===== src/rtl/counter_pkg.sv =====
// counter_pkg: shared types and defaults for the team's counter blocks.
//   dc_state_t       - down-counter control state (IDLE/RUN/DONE)
//   DC_WIDTH_DEFAULT - default counter width
package counter_pkg;

  localparam int unsigned DC_WIDTH_DEFAULT = 4;

  typedef enum logic [1:0] {
    IDLE = 2'd0,
    RUN  = 2'd1,
    DONE = 2'd2
  } dc_state_t;

endpackage : counter_pkg


===== src/rtl/dn_tff_cell.sv =====
// dn_tff_cell: falling-edge toggle cell with asynchronous active-low clear.
//   t   - toggle request, sampled on the falling edge of clk
//   clk - clock
//   rst - asynchronous active-low clear
//   q   - stored bit
module dn_tff_cell (
  input  logic t,
  input  logic clk,
  input  logic rst,
  output logic q
);

  always_ff @(negedge clk or negedge rst) begin
    if (!rst) begin
      q <= 1'b0;
    end else if (t) begin
      q <= ~q;
    end
  end

endmodule : dn_tff_cell


===== src/rtl/sync_downcounter.sv =====
// sync_downcounter: loadable down-counter built from toggle cells with a
// borrow chain. Runs a loaded count N down to zero and pulses done.
// All state updates on the falling edge of clk.
//   WIDTH    - counter width (2..16)
//   clk      - clock (falling-edge active)
//   rst      - asynchronous active-low reset
//   en       - count enable
//   load     - load strobe (priority over en and terminal handling)
//   load_val - start value N
//   q        - current count
//   busy     - high while counting (state RUN)
//   done     - one-cycle completion pulse
// Build option: define SYNC_DOWNCOUNTER_RELOAD_EN for periodic mode (terminal
// step reloads the last loaded N); otherwise one-shot mode ending in DONE.
module sync_downcounter
  import counter_pkg::*;
#(
  parameter int unsigned WIDTH = DC_WIDTH_DEFAULT
) (
  input  logic             clk,
  input  logic             rst,
  input  logic             en,
  input  logic             load,
  input  logic [WIDTH-1:0] load_val,
  output logic [WIDTH-1:0] q,
  output logic             busy,
  output logic             done
);

  dc_state_t        state_q, state_d;
  logic             done_d;
  logic [WIDTH-1:0] tog;
  logic [WIDTH-1:0] borrow_tog;
`ifdef SYNC_DOWNCOUNTER_RELOAD_EN
  logic [WIDTH-1:0] reload_reg_q, reload_reg_d;
`endif

  // Bit i toggles when every lower bit is 0; bit 0 always toggles.
  always_comb begin
    borrow_tog    = '0;
    borrow_tog[0] = 1'b1;
    for (int unsigned i = 1; i < WIDTH; i++) begin
      borrow_tog[i] = borrow_tog[i-1] & ~q[i-1];
    end
  end

  // Arbitrary targets are reached by toggling the bits that differ (q ^ target).
  always_comb begin
    state_d = state_q;
    done_d  = 1'b0;
    tog     = '0;
`ifdef SYNC_DOWNCOUNTER_RELOAD_EN
    reload_reg_d = reload_reg_q;
`endif
    if (load) begin
      tog = q ^ load_val;
`ifdef SYNC_DOWNCOUNTER_RELOAD_EN
      reload_reg_d = load_val;
`endif
      if (load_val != '0) begin
        state_d = RUN;
      end else begin
        done_d = 1'b1;
`ifdef SYNC_DOWNCOUNTER_RELOAD_EN
        state_d = IDLE;
`else
        state_d = DONE;
`endif
      end
    end else if (state_q == RUN && en) begin
      if (q == WIDTH'(1)) begin
        done_d = 1'b1;
`ifdef SYNC_DOWNCOUNTER_RELOAD_EN
        tog = q ^ reload_reg_q;
`else
        // Borrow chain from 1 clears bit 0 only, landing exactly on 0.
        tog     = borrow_tog;
        state_d = DONE;
`endif
      end else begin
        tog = borrow_tog;
      end
    end
  end

  always_ff @(negedge clk or negedge rst) begin
    if (!rst) begin
      state_q <= IDLE;
      busy    <= 1'b0;
      done    <= 1'b0;
`ifdef SYNC_DOWNCOUNTER_RELOAD_EN
      reload_reg_q <= '0;
`endif
    end else begin
      state_q <= state_d;
      busy    <= (state_d == RUN);
      done    <= done_d;
`ifdef SYNC_DOWNCOUNTER_RELOAD_EN
      reload_reg_q <= reload_reg_d;
`endif
    end
  end

  for (genvar i = 0; i < WIDTH; i++) begin : g_cell
    dn_tff_cell u_cell (
      .t  (tog[i]),
      .clk(clk),
      .rst(rst),
      .q  (q[i])
    );
  end

endmodule : sync_downcounter


===== config.mk =====
export PLATFORM = sky130hd
export DESIGN_NAME = sync_downcounter
export DESIGN_NICKNAME = d
export VERILOG_FILES = /design/src/rtl/counter_pkg.sv /design/src/rtl/dn_tff_cell.sv /design/src/rtl/sync_downcounter.sv
export SDC_FILE = /design/constraint.sdc
export NUM_CORES = 1
export LEC_CHECK = 0
export ABC_AREA = 1
export CAP_MARGIN = 20
export CORE_AREA = 4 4 41 43
export CTS_BUF_LIST = sky130_fd_sc_hd__clkbuf_4
export CTS_CLUSTER_DIAMETER = 120
export DETAILED_ROUTE_END_ITERATION = 8
export DIE_AREA = 0 0 45 47
export PLACE_DENSITY = 0.72
export SLEW_MARGIN = 20
export SYNTH_ARGS = -nofsm -noshare
export SYNTH_HDL_FRONTEND = slang
export SYNTH_SLANG_ARGS = --single-unit

===== constraint.sdc =====
create_clock -name clk -period 1.9 [get_ports clk]
set_input_delay 0.57 -clock clk [delete_from_list [all_inputs] [get_ports clk]]
set_output_delay 0.57 -clock clk [all_outputs]
set_load 0.01 [all_outputs]

# Word-level counts from Yosys, hierarchy flattened
# Cells that the tools add are included.
[op_classes]
mul = 0
shifts = 0
n_eq_ne = 3
mux = 10
n_bitwise = 7
div = 0
n_addsub = 0
n_reduce_logical = 2
magnitude_cmp = 0
[op_table]
columns = ["operator", "count"]
rows = [
  ["two-way mux 2 bit", 4],
  ["two-way mux 4 bit", 2],
  ["== test 2 x 1 -> 1 bit (second input constant)", 2],
  ["== test 4 x 1 -> 1 bit (second input constant)", 1],
  ["two-way mux 1 bit", 4],
  ["NOT 1 bit", 4],
  ["nonzero test 4 bit", 1],
  ["XOR 4 bit", 1],
  ["bitwise AND 1 bit", 2],
  ["logical AND 1 bit", 1],
]
[word_totals]
reg_bits = 8
in_bits = 8
output_inout_bits = 6
word_cells = 29
latch_bits = 0
romBits = 0
n_memories = 0
ramBits = 0

# Longest topological paths before layout
# Gate-level depths: netlist (run 1).
[depth]
ltp_word = 5
ltp_mapped = 7
ltp_nobuf = 7

# By module
# From an unflattened synthesis (run 1), not the netlist that was laid out.
[unflattened]
cells_unflattened = 65
hier_area_um2 = 454.2
[modules_own_cells]
columns = ["mod", "cells_per_inst", "n_inst", "area_per_inst_um2", "seq_area_each_um2"]
rows = [
  ["sync_downcounter", 41, 1, 279.0, 100.1],
  ["dn_tff_cell", 6, 4, 43.8, 25.0],
]

==> results of run 1 <==
==> routing by layer <==
metal | vias to the layer above | routed length (µm)
met5 | - | 0
met4 | 0 | 14
met3 | 2 | 87
met2 | 18 | 666
met1 | 215 | 413
li1 | 231 | -
==> flip-flops by register name (all words and copies together), names as in the netlist <==
name             flops
g_cell.u_cell.q      4
state_q              2
done                 1
busy                 1
==> cells by family after synthesis <==
family,count (synthesis),share of synthesized area [%]
flip-flops,8,44.0
AND/OR/NAND/NOR,38,39.0
XOR/XNOR,1,1.92
AO/OA/AOI/OAI,2,2.75
buffers and inverters,11,12.4
==> worst min path at each step <==
stage,from,to,slack [ns],cells after the start
after detailed placement,g_cell[1].u_cell.q,g_cell[1].u_cell.q,0.58,4
after CTS,state_q[0],g_cell[3].u_cell.q,0.62,5
after floorplan,state_q[1],busy,0.46,3
after global routing,state_q[1],busy,0.69,4
final,state_q[1],busy,0.62,4
after global placement,g_cell[1].u_cell.q,g_cell[1].u_cell.q,0.57,4
==> through the flow <==
step	hold WS, ns	setup TNS (ns)
floorplan	0.463	-1.95
global placement	0.567	-9.49
detailed placement	0.583	-9.72
CTS	0.615	-2.99
global route	0.688	-3.56
finish	0.617	-2.93
==> timing repair <==
| action | CTS | global route |
|---|---|---|
| pin swaps | 13 | 7 |
| buffers inserted | 4 | 0 |
| resized for setup | 54 | 11 |
| gates cloned | 0 | 0 |
| setup endpoints to repair | 14 | 14 |
==> power by group <==
group	switching (mW)	total, mW	internal [mW]
sequential	0.0162	0.217	0.201
combinational	0.140	0.268	0.127
clock	0.0589	0.131	0.0723
==> synth_stat cells (all sizes together) <==
library cell,n
nor2,16
nand2,14
dfrtn,8
inv,7
nand3,7
buf,4
a21boi,1
a21oi,1
nand3b,1
xor2,1
==> layout make-up <==
class	count	area [µm²]	area share, %
tap	15	18.8	2.50
inverter	7	38.8	5.17
timing repair buffer	27	203	27.0
clock buffer	3	22.5	3.00
sequential	8	200	26.7
multi-input combinational	41	268	35.7
==> layout by cell type, fill, tap and decap left out, drive strengths merged <==
master         count
clkdlybuf4s50      1
nand2             14
inv                7
dfrtn              8
nor2              16
nand3              7
buf               23
a21oi              1
xor2               1
clkbuf             6
a21boi             1
nand3b             1
==> results.md, run 1 <==
* Post-synthesis sequential area ratio at 44.0%
* Finished Layout Cells at 101
* Post-layout power at 0.616 mW
* FF-to-FF End: g_cell[3].u_cell.q
* Chip Height at 47 µm
* Number of global-route vias before repair at 481
* Worst Path Arrival at 1.77 ns
* Antenna Nets Post-Route at 0
* Worst setup path end: q[2]
* CP max stage cell: dfrtn_1
* Number of CTS-inserted buffers at 3
* DRC Markers at 0
* Routed wire length at 1180 µm
* Initial DRC count at 8
* Grt peak-use layer: met2
* CP Buf/Inv Count at 1
* Grt ovf at 0
* Pin count of the biggest net entering global routing at 8
* Vias per cell at 4.61
* Area post-placement at 698 µm²
* Synth Cell Area at 455 µm²
* Average cell area after synthesis at 7.59 µm²
* Worst hold path class: flop to flop
* Pwr Density at 821 mW/mm²
* Share of cells above drive strength 1 at 57.0%
* WP data required at 1.33 ns
* Core Util, Final at 57.7%
* Met3 usage at 6.90%
* Core box area at 0.00130 mm²
* # rows at 13
* Max H-tree Level at 1
* Worst-case clock buffer depth at 2
* Crit path max fanout at 2
* GR Layer Usage met1 at 14.1%
* Worst Setup SP: g_cell[2].u_cell.q
* Fin. Hold Viols at 0
* R2r startpoint: g_cell[1].u_cell.q
* Root buf cell: clkbuf_4
* DP Worst Slack at -0.875 ns
* First-pass GRT wire length at 2050 µm
* Tot GR Track Use at 14.4%
* Failing checks: setup timing
* Met2 GRT Util at 26.3%
* Critical path depth at 1
* Cell area after layout at 751 µm²
* PortBufs at 13
* Final max-slew violation count at 0
* Area Overhead vs Synth at 64.8%
* Initial Util at 35.0%
* Hold_buf cts at 0
* Slew HR at 85.3%
* Die area at 0.00212 mm²
* Diodes inserted at 0
* R2R setup slack at 0.62 ns
* R2r worst-path depth at 8
* Max cap viols at 0
* Ports at 14
* Synth unique cells at 15
* Worst IR Drop VDD at 351 µV
* Status: complete, but fails checks
* Kind of critical path: flop to primary output
* Seq cells post-synth at 8
* Initial antenna violation count at 0
* Critical-path cell list: buf_2
* Area contributors post-synth: dfrtn_1 (44%), nor2_1 (12%), nand2_1 (11%), buf_4 (6.6%), nand3_1 (5.5%)
* Critical Path End Type: primary output
* Worst-Margin Slew at 0.221 ns
* Yosys warning total at 0
* CP max stage delay at 0.42 ns
* Lkg Pwr at 0.387 nW
* DP Wirelength at 901 µm
* RSZ-0062 raised after global routing: true
* Die W at 45 µm
* Share of the synthesized area in the top cell type at 44.0%
* CTS tree: done
* Finish-stage setup viols at 13
* Final setup margin at -0.441 ns
* Synth area leader: dfrtn_1
* Clock tree sinks at 8
* Crit-path leading delay family: flip-flops
* WL/cell at 11.7 µm
* Clock transition at path regs at 0.04 ns
* Mapped Cells at 60
* Cell total after placement at 95
* Vias at 466
* Clk_skew at 0.00383 ns
* Syn_nets at 68
* Clock Latency Late Sink at 0.27 ns
* Startpoint Class: flop
* Post-layout net count at 96
* Placer Congestion at 0.733
* TritonRoute pass-1 iters at 4
* Fillers at 121
No activity file was read; power rests on OpenSTA's default activity.
==> run 2: changes to the inputs <==
--- a/config.mk
+++ b/config.mk
@@ -7,11 +7,11 @@
 export LEC_CHECK = 0
 export ABC_AREA = 1
 export CAP_MARGIN = 20
-export CORE_AREA = 4 4 41 43
+export CORE_AREA = 2 2 39 41
 export CTS_BUF_LIST = sky130_fd_sc_hd__clkbuf_4
 export CTS_CLUSTER_DIAMETER = 120
 export DETAILED_ROUTE_END_ITERATION = 8
-export DIE_AREA = 0 0 45 47
+export DIE_AREA = 0 0 41 43
 export PLACE_DENSITY = 0.72
 export SLEW_MARGIN = 20
 export SYNTH_ARGS = -nofsm -noshare
==> results.md, run 2 (synthesized netlist as in run 1, its figures left out) <==
* Hold path depth at 4 (unchanged)
* Failing checks: setup timing (unchanged)
* Die W at 41 µm (was 45 µm)
* Largest regs: g_cell.u_cell.q: 4 flops, state_q: 2 flops (unchanged)
* Final setup margin at -0.406 ns (was -0.441 ns)
* Grt ovf at 0 (unchanged)
* Vias at 511 (was 466)
* Clock tree sinks at 8 (unchanged)
* Area Overhead vs Synth at 96.4% (was 64.8%)
* Internal power at 0.436 mW (was 0.401 mW)
* Placer Congestion at 0.806 (was 0.733)
* Status: complete, but fails checks (unchanged)
* Critical path depth at 1 (unchanged)
* CTS tree: done (unchanged)
* # rows at 14 (was 13)
* Initial DRC count at 4 (was 8)
* Critical Path End Type: primary output (unchanged)
* Finish-stage setup viols at 13 (unchanged)
* Critical-path cell list: buf_2 (unchanged)
* Chip Height at 43 µm (was 47 µm)
* Net Sw Frac at 35.5% (was 35.0%)
* Crit-path leading delay family: flip-flops (unchanged)
* Antenna Nets Post-Route at 0 (unchanged)
* Post-layout net count at 102 (was 96)
* Core Util, Final at 64.6% (was 57.7%)
* Clock Latency Late Sink at 0.26 ns (was 0.27 ns)
* Fillers at 126 (was 121)
* First-pass GRT wire length at 1930 µm (was 2050 µm)
* Cell total after placement at 94 (was 95)
* Worst-Margin Slew at 0.258 ns (was 0.221 ns)
* Crit path max fanout at 2 (unchanged)
* DP Wirelength at 782 µm (was 901 µm)
* Clk pwr share at 19.5% (was 21.3%)
* Tot GR Track Use at 16.8% (was 14.4%)
* Slew HR at 82.8% (was 85.3%)
* Routed wire length at 1350 µm (was 1180 µm)
* Lkg Pwr at 0.435 nW (was 0.387 nW)
* Ports at 14 (unchanged)
* R2r worst-path depth at 7 (was 8)
* Max cap viols at 0 (unchanged)
* Vias per cell at 4.73 (was 4.61)
* Cell area after layout at 895 µm² (was 751 µm²)
* Worst-case clock buffer depth at 2 (unchanged)
* Number of global-route vias before repair at 443 (was 481)
* RSZ-0062 raised after global routing: true (unchanged)
* Startpoint Class: flop (unchanged)
* DP Worst Slack at -0.854 ns (was -0.875 ns)
* PortBufs at 13 (unchanged)
* Biggest register: g_cell.u_cell.q (unchanged)
* Pin count of the biggest net entering global routing at 9 (was 8)
* Max FFs per register at 4 (unchanged)
* Sequential share of power at 31.9% (was 35.2%)
* Root buf cell: clkbuf_4 (unchanged)
* CP max stage cell: dfrtn_1 (unchanged)
* TritonRoute pass-1 iters at 4 (unchanged)
* Share of cells above drive strength 1 at 66.3% (was 57.0%)
* Worst hold path class: flop to flop (unchanged)
* Clock transition at path regs at 0.04 ns (about the same)
* Initial antenna violation count at 0 (unchanged)
* WL/cell at 12.5 µm (was 11.7 µm)
* Area post-placement at 697 µm² (was 698 µm²)
* Psw at 0.240 mW (was 0.216 mW)
* Setup TNS at -3.18 ns (was -2.93 ns)
* Fin. Hold Viols at 0 (unchanged)
* Finished Layout Cells at 108 (was 101)
* Worst Path Arrival at 1.74 ns (was 1.77 ns)
* CP max stage delay at 0.40 ns (was 0.42 ns)
* Final max-slew violation count at 0 (unchanged)
* Die area at 0.00176 mm² (was 0.00212 mm²)
* Initial Util at 32.9% (was 35.0%)
* Kind of critical path: flop to primary output (unchanged)
* Most common cell after layout, fill and taps aside: buf_4 (unchanged)
* Worst IR Drop VDD at 438 µV (was 351 µV)
* Pwr Density at 755 mW/mm² (was 821 mW/mm²)
* Combinational Power Share at 48.6% (was 43.4%)
* Clk_skew at 0.000551 ns (was 0.00383 ns)
* Hold_buf cts at 0 (unchanged)
* Core box area at 0.00138 mm² (was 0.00130 mm²)
* Number of CTS-inserted buffers at 3 (unchanged)
* WP data required at 1.33 ns (about the same)
* DRC Markers at 0 (unchanged)
* Commonest non-fill, non-tap cells in the layout: buf_4 (10), buf_6 (9), nand2_1 (8), dfrtn_1 (8) (was buf_4 (11), nand2_1 (10), nor2_1 (9))
* Max H-tree Level at 1 (unchanged)
* CP Buf/Inv Count at 1 (unchanged)
* Diodes inserted at 0 (unchanged)
## run 2: worst paths after layout
| path | start | end | slack [ns] |
|---|---|---|---|
| worst min-delay path | state_q[1] | busy | 0.62 |
| max in group asynchronous | rst | state_q[1] | 0.31 |
| min in group asynchronous | rst | g_cell[0].u_cell.q | 1.46 |
| worst max-delay path | g_cell[0].u_cell.q | q[0] | -0.41 |
| worst max register to register | g_cell[0].u_cell.q | g_cell[3].u_cell.q | 0.53 |
| worst min register to register | state_q[1] | busy | 0.62 |
## run 2: power by group through the flow
stage | logic [mW] | registers, mW | clock network, mW
final | 0.328 | 0.215 | 0.131
after global routing | 0.358 | 0.219 | 0.143
after CTS | 0.284 | 0.214 | 0.134
after detailed placement | 0.247 | 0.219 | 0
after global placement | 0.243 | 0.219 | 0
after floorplan | 0.140 | 0.237 | 0
## run 2: final cells by class
cell class / instances / area [µm²] / share of cell area, %
sequential: 8 / 200 / 22.4
clock buffer: 3 / 22.5 / 2.52
inverter: 7 / 38.8 / 4.34
multi-input combinational: 41 / 322 / 35.9
tap: 16 / 20.0 / 2.24
timing repair buffer: 33 / 292 / 32.6
## run 2: routing by layer
metal  share of wire (%)  vias to the layer above  GRT usage, %
li1                    -                      250             -
met1                  39                      242          21.1
met2                  54                       13          26.3
met3                 4.2                        6          3.14
met4                 2.6                        0          8.00
met5                   0                        -             0
## run 2: what timing repair did
action | in CTS | in global routing
gates resized for setup | 64 | 23
endpoints found under the setup margin | 14 | 14
buffers inserted | 9 | 4
pin swaps | 15 | 11
## run 2: stage by stage
stage	hold slack [ns]	power [mW]
4_1_cts	0.610	0.633
3_3_place_gp	0.568	0.462
3_5_place_dp	0.568	0.466
5_1_grt	0.669	0.720
2_1_floorplan	0.463	0.377
6_report	0.617	0.675
